<file path="src/rtl/dist_fifo32_if.sv">
// Handshake and status bundle for the 32-deep distributed-RAM FIFO.
// The master drives write/read requests; the slave is the FIFO itself.
interface dist_fifo32_if #(
   parameter int WIDTH = 8
);
   logic             wr_en;
   logic [WIDTH-1:0] din;
   logic             full;
   logic             almost_full;
   logic             rd_en;
   logic [WIDTH-1:0] dout;
   logic             dout_valid;
   logic             empty;
   logic [5:0]       count;
   logic             overflow;
   logic             underflow;
   logic             clr_err;

   modport master (
      output wr_en, din, rd_en, clr_err,
      input  full, almost_full, dout, dout_valid, empty, count, overflow, underflow
   );

   modport slave (
      input  wr_en, din, rd_en, clr_err,
      output full, almost_full, dout, dout_valid, empty, count, overflow, underflow
   );
endinterface

</file>
<file path="src/rtl/dist_fifo32.sv">
// Single-clock 32-deep FIFO on 32xWIDTH dual-port distributed RAM with an
// asynchronous read port and a registered output word.
module dist_fifo32 #(
   parameter int WIDTH     = 8,
   parameter int AFULL_LVL = 28
) (
   input logic           clk,
   input logic           resetb,
   dist_fifo32_if.slave  bus
);
   logic [WIDTH-1:0] mem_q [32];

   logic [4:0]       wr_ptr_q, wr_ptr_d;
   logic [4:0]       rd_ptr_q, rd_ptr_d;
   logic [5:0]       count_q, count_d;
   logic [WIDTH-1:0] dout_q, dout_d;
   logic             dout_valid_q, dout_valid_d;
   logic             overflow_q, overflow_d;
   logic             underflow_q, underflow_d;

   logic empty, full, rd_acc, wr_acc;

   // Flags come from the count register only, so no request-to-flag path exists.
   assign empty = (count_q == 6'd0);
   assign full  = (count_q == 6'd32);

   always_comb begin
      // NOTE: every signal gets a default first so no path can infer a latch.
      wr_ptr_d     = wr_ptr_q;
      rd_ptr_d     = rd_ptr_q;
      count_d      = count_q;
      dout_d       = dout_q;
      dout_valid_d = 1'b0;

      rd_acc = bus.rd_en & ~empty;
      wr_acc = bus.wr_en & (~full | rd_acc);

      if (wr_acc) wr_ptr_d = wr_ptr_q + 5'd1;
      if (rd_acc) begin
         rd_ptr_d     = rd_ptr_q + 5'd1;
         dout_d       = mem_q[rd_ptr_q];
         dout_valid_d = 1'b1;
      end

      case ({wr_acc, rd_acc})
         2'b10:   count_d = count_q + 6'd1;
         2'b01:   count_d = count_q - 6'd1;
         default: count_d = count_q;
      endcase

      // A new error in the same cycle as clr_err wins.
      overflow_d  = (overflow_q  & ~bus.clr_err) | (bus.wr_en & ~wr_acc);
      underflow_d = (underflow_q & ~bus.clr_err) | (bus.rd_en & ~rd_acc);
   end

   // NOTE: the storage array has no reset; the pointers alone define what is
   // valid, and a reset port would stop it mapping onto distributed RAM.
   always_ff @(posedge clk) begin
      if (wr_acc) mem_q[wr_ptr_q] <= bus.din;
   end

   // NOTE: sequential state uses non-blocking assignments only, so every
   // register samples pre-edge values, including the RAM read on full R+W.
   always_ff @(posedge clk or negedge resetb) begin
      if (!resetb) begin
         wr_ptr_q     <= '0;
         rd_ptr_q     <= '0;
         count_q      <= '0;
         dout_q       <= '0;
         dout_valid_q <= 1'b0;
         overflow_q   <= 1'b0;
         underflow_q  <= 1'b0;
      end else begin
         wr_ptr_q     <= wr_ptr_d;
         rd_ptr_q     <= rd_ptr_d;
         count_q      <= count_d;
         dout_q       <= dout_d;
         dout_valid_q <= dout_valid_d;
         overflow_q   <= overflow_d;
         underflow_q  <= underflow_d;
      end
   end

   assign bus.full        = full;
   assign bus.empty       = empty;
   assign bus.almost_full = (count_q >= 6'(AFULL_LVL));
   assign bus.count       = count_q;
   assign bus.dout        = dout_q;
   assign bus.dout_valid  = dout_valid_q;
   assign bus.overflow    = overflow_q;
   assign bus.underflow   = underflow_q;
endmodule
</file>
<file path="src/flat_wrapper.sv">
// flat-port wrapper written by rule: the top's interface ports become plain ports
module dist_fifo32_flat 
#(
   parameter int WIDTH     = 8,
   parameter int AFULL_LVL = 28
)
  (clk, resetb, bus_wr_en, bus_din, bus_rd_en, bus_clr_err, bus_full, bus_almost_full, bus_dout, bus_dout_valid, bus_empty, bus_count, bus_overflow, bus_underflow);
  dist_fifo32_if #(.WIDTH(WIDTH)) bus_i ();
  input logic clk;
  input logic resetb;
  input wire logic [$bits(bus_i.wr_en)-1:0] bus_wr_en;
  input wire logic [$bits(bus_i.din)-1:0] bus_din;
  input wire logic [$bits(bus_i.rd_en)-1:0] bus_rd_en;
  input wire logic [$bits(bus_i.clr_err)-1:0] bus_clr_err;
  output wire logic [$bits(bus_i.full)-1:0] bus_full;
  output wire logic [$bits(bus_i.almost_full)-1:0] bus_almost_full;
  output wire logic [$bits(bus_i.dout)-1:0] bus_dout;
  output wire logic [$bits(bus_i.dout_valid)-1:0] bus_dout_valid;
  output wire logic [$bits(bus_i.empty)-1:0] bus_empty;
  output wire logic [$bits(bus_i.count)-1:0] bus_count;
  output wire logic [$bits(bus_i.overflow)-1:0] bus_overflow;
  output wire logic [$bits(bus_i.underflow)-1:0] bus_underflow;
  assign bus_i.wr_en = bus_wr_en;
  assign bus_i.din = bus_din;
  assign bus_i.rd_en = bus_rd_en;
  assign bus_i.clr_err = bus_clr_err;
  assign bus_full = bus_i.full;
  assign bus_almost_full = bus_i.almost_full;
  assign bus_dout = bus_i.dout;
  assign bus_dout_valid = bus_i.dout_valid;
  assign bus_empty = bus_i.empty;
  assign bus_count = bus_i.count;
  assign bus_overflow = bus_i.overflow;
  assign bus_underflow = bus_i.underflow;
  dist_fifo32 #(.WIDTH(WIDTH), .AFULL_LVL(AFULL_LVL)) u_core (.clk(clk), .resetb(resetb), .bus(bus_i));
endmodule
</file>
<file path="config.mk">
export PLATFORM = sky130hd
export DESIGN_NAME = dist_fifo32_flat
export DESIGN_NICKNAME = d
export VERILOG_FILES = /design/src/rtl/dist_fifo32_if.sv /design/src/rtl/dist_fifo32.sv /design/src/flat_wrapper.sv
export SDC_FILE = /design/constraint.sdc
export NUM_CORES = 1
export LEC_CHECK = 0
export BUFFER_PORTS_ARGS = -buffer_cell sky130_fd_sc_hd__buf_2
export CORE_MARGIN = 5
export CORE_UTILIZATION = 25
export CTS_BUF_LIST = sky130_fd_sc_hd__clkbuf_8
export DETAILED_ROUTE_END_ITERATION = 8
export GPL_TIMING_DRIVEN = 1
export PLACE_DENSITY = 0.51
export SYNTH_ARGS = -nofsm -noshare
export SYNTH_HDL_FRONTEND = slang
export SYNTH_SLANG_ARGS = --single-unit
export TNS_END_PERCENT = 1
</file>
<file path="constraint.sdc">
create_clock -name clk -period 3.3 [get_ports clk]
set_input_delay 0.165 -clock clk [delete_from_list [all_inputs] [get_ports clk]]
set_output_delay 0.165 -clock clk [all_outputs]
set_load 0.05 [all_outputs]
</file>
# Yosys cells after proc, flatten, opt, wreduce, memory -nomap -nowiden
# Memories as Yosys holds them, arrays and structs flattened. A register that Yosys moved wholly into a read port is not among the register bits.
# Index checks and enable logic that the tools add are counted.
[word_totals]
regBits = 19
mem_bits_rw = 256
wordCells = 36
n_memories = 1
[op_classes]
add_sub_neg = 4
magnitude_cmp = 1
eq_ne = 3
n_mux = 4
bitwise_logic = 14
n_reduce_logical = 3
[memory_table]
columns = ["memory", "words", "width", "rd", "rd_ports_with_merged_regs", "write_ports", "line", "source"]
rows = [
  ["u_core.mem_q", 32, 8, 1, 1, 1, "dist_fifo32.sv:11", "logic [WIDTH-1:0] mem_q [32];"],
]
[ops]
columns = ["cell", "n"]
rows = [
  ["$pmux 6 s2", 1],
  ["$add 5x1->5 const B", 2],
  ["$add 6x1->6 const B", 1],
  ["$and 1x1->1", 6],
  ["$eq 6x6->1 const B", 1],
  ["$ge 6x5->1 const B", 1],
  ["$logic_not 6->1", 1],
  ["$sub 6x1->6 const B", 1],
  ["$not 1->1", 5],
  ["$mux 1", 3],
  ["$or 1x1->1", 3],
  ["$eq 2x1->1 const B", 1],
  ["$eq 2x2->1 const B", 1],
  ["$reduce_bool 2->1", 1],
  ["$logic_not 1->1", 1],
]

# Logic depth before layout (Yosys ltp)
# Gate-level depths: netlist (run 1).
[depth]
word_depth = 8
depth_mapped = 10
mapped_depth_nobuf = 10

# Least setup slack after synthesis (run 1)
# OpenSTA, ideal clock, no wires.
[synth_timing]
path_type = "reg2reg"
start = "register u_core.count_q[1] (netlist: u_core.bus.count[1])"
end = "register u_core.count_q[5] (netlist: u_core.bus.count[5])"
t_arrival_ps = 3257
required_time_ps = 3154
path_slack_ps = -104
stages_incl_launch_ff = 10
path_buffers = 0
synth_period_minus_slack_ps = 3404
path_cell_list = "dfrtp_1 -> or4_4 -> o31ai_4 -> nor2_1 -> ha_1 -> a211oi_1 -> o21bai_1 -> a21o_1 -> and3_1 -> or4b_2"
[synth_between]
elab_chain_cells = 7
[synth_rtl]
columns = ["item", "line", "source"]
rows = [
  ["start, declared", "dist_fifo32.sv:15", "logic [5:0] count_q, count_d;"],
  ["start signal, assigned", "dist_fifo32.sv:76", "count_q <= count_d;"],
  ["$logic_not 6->1", "dist_fifo32.sv:24", "assign empty = (count_q == 6'd0);"],
  ["$not 1->1", "dist_fifo32.sv:35", "rd_acc = bus.rd_en & ~empty;"],
  ["$and 1x1->1", "dist_fifo32.sv:35", ""],
  ["$or 1x1->1", "dist_fifo32.sv:36", "wr_acc = bus.wr_en & (~full | rd_acc);"],
  ["$and 1x1->1", "dist_fifo32.sv:36", ""],
  ["$eq 2x1->1 / $eq 2x2->1 (equally long branches)", "dist_fifo32.sv:45", "case ({wr_acc, rd_acc})"],
  ["$pmux 6 s2 / $reduce_bool 2->1 (equally long branches)", "--", ""],
]
# Several ways; a longest one is shown, not always the timed one.
# A chain may end at the register's enable or synchronous reset.

# Final worst setup path (run 1)
[layout_timing]
start = "register u_core.count_q[4] (netlist: u_core.bus.count[4])"
end = "register u_core.count_q[5] (netlist: u_core.bus.count[5])"
# The elaborated chain is that of the path after synthesis.

==> metrics.csv, run 1 <==
metric,value,unit
vias,5740,
placementRows,78,
synth-seq-cells,283,
ys.flop_type,edfxtp_1,
synth_cell_types,43,
yosys_warnings,0,
setup.worst_path.class,reg -> reg,
critPathCaptureType,flop,
drt_iter0_drc,441,
final.setup.tns,0,ps
clk-insertion-delay-late,580,ps
synth_nets,613,
die_w,223,µm
yosysMostFrequentCell,edfxtp_1,
final_nets,677,
grt_pass1_vias,6100,
max_slew_margin,37.5,%
cp-start-kind,flop,
tightest_slew,934,ps
routed_wl,26000,µm
finalSetupViolations,0,
synth-edff-count,256,
avgRoutedWirePerCell,20.1,µm
syn_area,0.0114,mm²
grt_usage,10.3,%
fp.dieH,223,µm
syn_to_final_growth,15.5,%
cts.sinks,283,
finClkSkew,20.5,ps
dp_hpwl,15500,µm
async_reset_ff_share,9.54,%
clockBufferDepth,3,
die_area,0.0499,mm²
pwr_density_cell,824,mW/mm²
post-cts-setup-buffers,0,
io_buffers,32,
route.detailed.drc,0,
syn_area_per_cell,19.3,µm²
slowest_stage,or4b_2,
layout_min_cycle_time,3150,ps
drive_gt1_share,25.7,%
period_share,95.4,%
maxCapViolations,0,
antenna_left,0,
outcome,completed,
gr-total-overflow,0,
cp_slowest_stage_delay,620,ps
clock.fmax,0.318,GHz
grt_max_degree,39,
worstPathCellList,"or4_4, o31ai_4, nor2_4, ha_1, a211oi_2, o21bai_1, a21o_1, and3_1, or4b_2",
finalHoldViolCount,0,
avgViaCountPerCell,4.44,
cts_root_buf,clkbuf_8,
crit_required,3730,ps
grt_pass1_wl,39000,µm
cts_max_level,2,
synth_top_area_cell,edfxtp_1,
hold_path_class,in -> reg,
synth_area_leaders,"edfxtp_1, mux4_2, dfrtp_1",
cts_tree,done,
yosysSeqAreaShare,73.4,%
cts_made_buffers,48,
power,10800,µW
synth_top_area_share,67.5,%
ir_drop,0.446,mV
dr.pass1.iters,4,
fp.coreArea,0.0452,mm²
drv_slew,0,
synthTopCellsByCount,"edfxtp_1, mux4_2, nor2_1, mux2i_1, dfrtp_1",
start_util,25.2,%
leakagePower,0.00434,µW
rsz0062_at_grt,false,
cts_resized,0,
gp_congestion,0.734,
path_max_fanout,6,
antenna_found_initial,1,
cp.arrival,3580,ps
syn_inst,590,
boundaryPins,33,
cts.clk_slew.worst_paths,60,ps
==> worst paths after layout <==
check                                                start                              end  slack (ps)  cells past startpoint
setup / recovery           u_core.bus.count[4]$_DFFE_PN0P_  u_core.bus.count[5]$_DFFE_PN0P_         150                      9
hold / removal                                   bus_rd_en   u_core.rd_ptr_q[0]$_DFFE_PN0P_          80                      4
setup reg to reg           u_core.bus.count[4]$_DFFE_PN0P_  u_core.bus.count[5]$_DFFE_PN0P_         150                      9
hold reg to reg              u_core.bus.overflow$_DFF_PN0_    u_core.bus.overflow$_DFF_PN0_         540                      2
max in group asynchronous                           resetb   u_core.rd_ptr_q[1]$_DFFE_PN0P_        2600                      2
min in group asynchronous                           resetb    u_core.bus.overflow$_DFF_PN0_         180                      2
==> critical path: cells and delay by family, from the launching register on <==
kind / cells / cell delay, ps
compound gates: 4 / 810
simple gates: 4 / 1470
fa+ha+maj: 1 / 300
flops: 1 / 430
==> cell type report <==
class | count | area, µm²
diodes | 1 | 2.50
clock buffers | 49 | 674
clock inverters | 40 | 184
fillers | 4485 | 32000
inverters | 10 | 37.5
multi-input cells | 265 | 2820
flip-flops and latches | 283 | 8380
well taps | 600 | 751
repair buffers | 46 | 303
==> routing by layer <==
| layer | up-vias | part of all wire (%) | GRT usage, % |
|---|---|---|---|
| li1 | 2517 | - | - |
| met1 | 3022 | 47 | 14.6 |
| met2 | 149 | 46 | 15.8 |
| met3 | 52 | 4.5 | 2.17 |
| met4 | 0 | 2.4 | 3.44 |
| met5 | - | 0 | 0 |
==> power breakdown <==
part	total (µW)	switching, µW	internal, µW
clock	2830	1430	1400
combinational	3240	1840	1410
sequential	4760	494	4270
==> cell usage in the layout, fill, tap and decap left out, drive strengths merged, types with 11 or more instances in the layout <==
master,count
buf,41
clkbuf,49
clkinv,18
dfrtp,27
edfxtp,256
inv,29
mux2i,30
mux4,58
nand2,21
nand3,17
nor2,38
xnor2,11
==> cell families after synthesis <==
group / count (synthesis) / share of synthesized area [%]
DFF: 283 / 73.4
muxes: 98 / 15.3
and+or+nand+nor: 96 / 3.90
AOI/OAI and AO/OA: 50 / 3.45
buffers and inverters: 42 / 1.90
xor gates and xnor gates: 11 / 0.846
adders and majority gates: 10 / 1.16
==> sequential cells by signal, indices dropped and copies added (netlist names) <==
register               count
u_core.mem_q             256
u_core.bus.dout            8
u_core.bus.count           6
u_core.rd_ptr_q            5
u_core.wr_ptr_q            5
u_core.bus.dout_valid      1
u_core.bus.overflow        1
u_core.bus.underflow       1
==> through the flow <==
step	setup WS, ps	hold WS [ps]	cell area, µm²	instances	util (%)
3_5_place_dp	111	245	12200	1199	27.1
4_1_cts	92.4	43.5	13100	1293	29.1
6_report	151	82.6	13100	1294	29.1
5_1_grt	13.0	70.0	13100	1294	29.1
3_3_place_gp	127	252	12200	1199	27.1
2_1_floorplan	1.91	-131	11400	590	-
==> timing repair <==
item	4_1_cts	5_1_grt
endpoints found under the hold margin	29	0
setup endpoints to repair	0	1
hold buffers	5	0
(Power assumes the default switching activity.)
==> inputs of run 2 (changes only) <==
- CORE_UTILIZATION: 25 -> 40
- CTS_CLUSTER_SIZE: unset -> 8
- PLACE_DENSITY: 0.51 -> 0.68
==> run 2 against run 1 <==
- global-route usage grew 5.0 points
- final area down 2.6%
- register-to-register slack worse by 40 ps
- combinational power about the same
- sequential power barely moved
- total power is 1.6% lower
- final cell count down 18%
- hold slack better by 22 ps
- via count grew 1.2%
- clock power decreased by 5%
- largest power group unchanged
==> metrics.csv, run 2 (synthesis results as in run 1) <==
metric,value,unit
finClkSkew,28.6,ps
grt_max_degree,33,
dr.pass1.iters,5,
final_nets,673,
drive_gt1_share,25.0,%
multi_input_area,0.00283,mm²
path_max_fanout,6,
syn_to_final_growth,12.4,%
max_slew_margin,41.3,%
maxCapViolations,0,
clock.fmax,0.313,GHz
dp_hpwl,14800,µm
gr-total-overflow,0,
clockBufferDepth,3,
setup.worst_path.class,reg -> reg,
cts_made_buffers,45,
drv_slew,0,
cts_root_buf,clkbuf_8,
finalSetupViolations,0,
ir_drop,0.313,mV
critPathCaptureType,flop,
cts_max_level,2,
leakagePower,0.00434,µW
crit_required,3700,ps
place_inst,977,
top_register,u_core.mem_q,
grt_pass1_vias,6080,
antenna_left,0,
fp.dieH,179,µm
die_area,0.0319,mm²
avgViaCountPerCell,5.48,
tightest_slew,880,ps
pwr_density_cell,832,mW/mm²
gp_congestion,0.808,
io_buffers,32,
grt_usage,15.3,%
grt_pass1_wl,36600,µm
hold_path_class,in -> reg,
die_w,179,µm
layout_common_cells,"edfxtp_1, mux4_2, clkbuf_8",
placementRows,61,
routed_wl,24000,µm
boundaryPins,33,
largest_reg_flops,256,
start_util,40.8,%
period_share,96.8,%
ff2ff_setup_slack,110,ps
fp.coreArea,0.0279,mm²
diodes,0,
rsz0062_at_grt,false,
avgRoutedWirePerCell,22.6,µm
seq_area,0.00837,mm²
final.setup.tns,0,ps
route.detailed.drc,0,
cp.arrival,3600,ps
finalHoldViolCount,0,
clk-insertion-delay-late,550,ps
final_common_cell,edfxtp_1,
cts.sinks,283,
cp-start-kind,flop,
post-cts-setup-buffers,0,
vias,5811,
cts.clk_slew.worst_paths,60,ps
antenna_found_initial,1,
finalNonFillerCells,1061,
drt_iter0_drc,557,
fill_cells,2360,
layout_min_cycle_time,3190,ps
outcome,completed,
cts_tree,done,
run 2: cell count changes in the layout (fill, tap and decap cells not counted), moves of 2 or more:
cell	delta
inv_1	+6
clkinv_2	-4
inv_8	-2
clkinvlp_4	-2
clkinv_1	-7
run 2: cell type report:
type / instances / share of cell area (%)
Sequential cell: 283 / 65.4
Multi-Input combinational cell: 265 / 22.1
Clock buffer: 48 / 5.16
Tap cell: 378 / 3.69
Timing Repair Buffer: 45 / 2.19
Clock inverter: 32 / 1.19
Inverter: 10 / 0.293
run 2: worst paths after layout:
| kind | startpoint | endpoint | cells after the start |
|---|---|---|---|
| min reg2reg | u_core.bus.underflow$_DFF_PN0_ | u_core.bus.underflow$_DFF_PN0_ | 2 |
| max in group asynchronous | resetb | u_core.rd_ptr_q[0]$_DFFE_PN0P_ | 2 |
| min | bus_wr_en | u_core.bus.count[5]$_DFFE_PN0P_ | 3 |
| max | u_core.bus.count[4]$_DFFE_PN0P_ | u_core.bus.count[5]$_DFFE_PN0P_ | 9 |
| max reg2reg | u_core.bus.count[4]$_DFFE_PN0P_ | u_core.bus.count[5]$_DFFE_PN0P_ | 9 |
| min in group asynchronous | resetb | u_core.bus.dout[5]$_DFFE_PN0P_ | 2 |
run 2: metrics by stage:
step	worst slack (ps)	power [µW]	instance area, µm²	util, %	hold WS [ps]
floorplan	1.91	7110	11400	-	-131
global placement	150	7940	11900	42.8	202
detailed placement	79.4	8040	11900	42.8	224
CTS	77.0	10700	12800	45.8	57.1
global route	10.3	11200	12800	45.8	82.9
finish	107	10700	12800	45.8	105
run 2: worst max-delay path, stage by stage, from the launching register on:
cell	delay (ps)
dfrtp_2	430
or4_4	590
o31ai_4	250
nor2_4	90
ha_1	310
a211oi_2	210
o21bai_1	140
a21o_1	230
and3_1	190
or4b_2	630
run 2: timing repair:
action,CTS,global route
endpoints found under the hold margin,29,0
hold buffers,4,0
gates resized for setup,0,2
endpoints found under the setup margin,0,1
run 2: report_power, final:
group	switching, µW	internal (µW)
Sequential	467	4270
Combinational	1840	1400
Clock	1270	1410
run 2: per-layer routing:
metal / part of all wire, % / vias up / wire length [µm] / track usage (%)
li1: - / 2516 / - / -
met1: 42 / 3039 / 10200 / 21.3
met2: 50 / 213 / 11900 / 24.6
met3: 6.3 / 41 / 1500 / 3.27
met4: 1.7 / 2 / 413 / 4.22
met5: 0.029 / - / 7 / 0
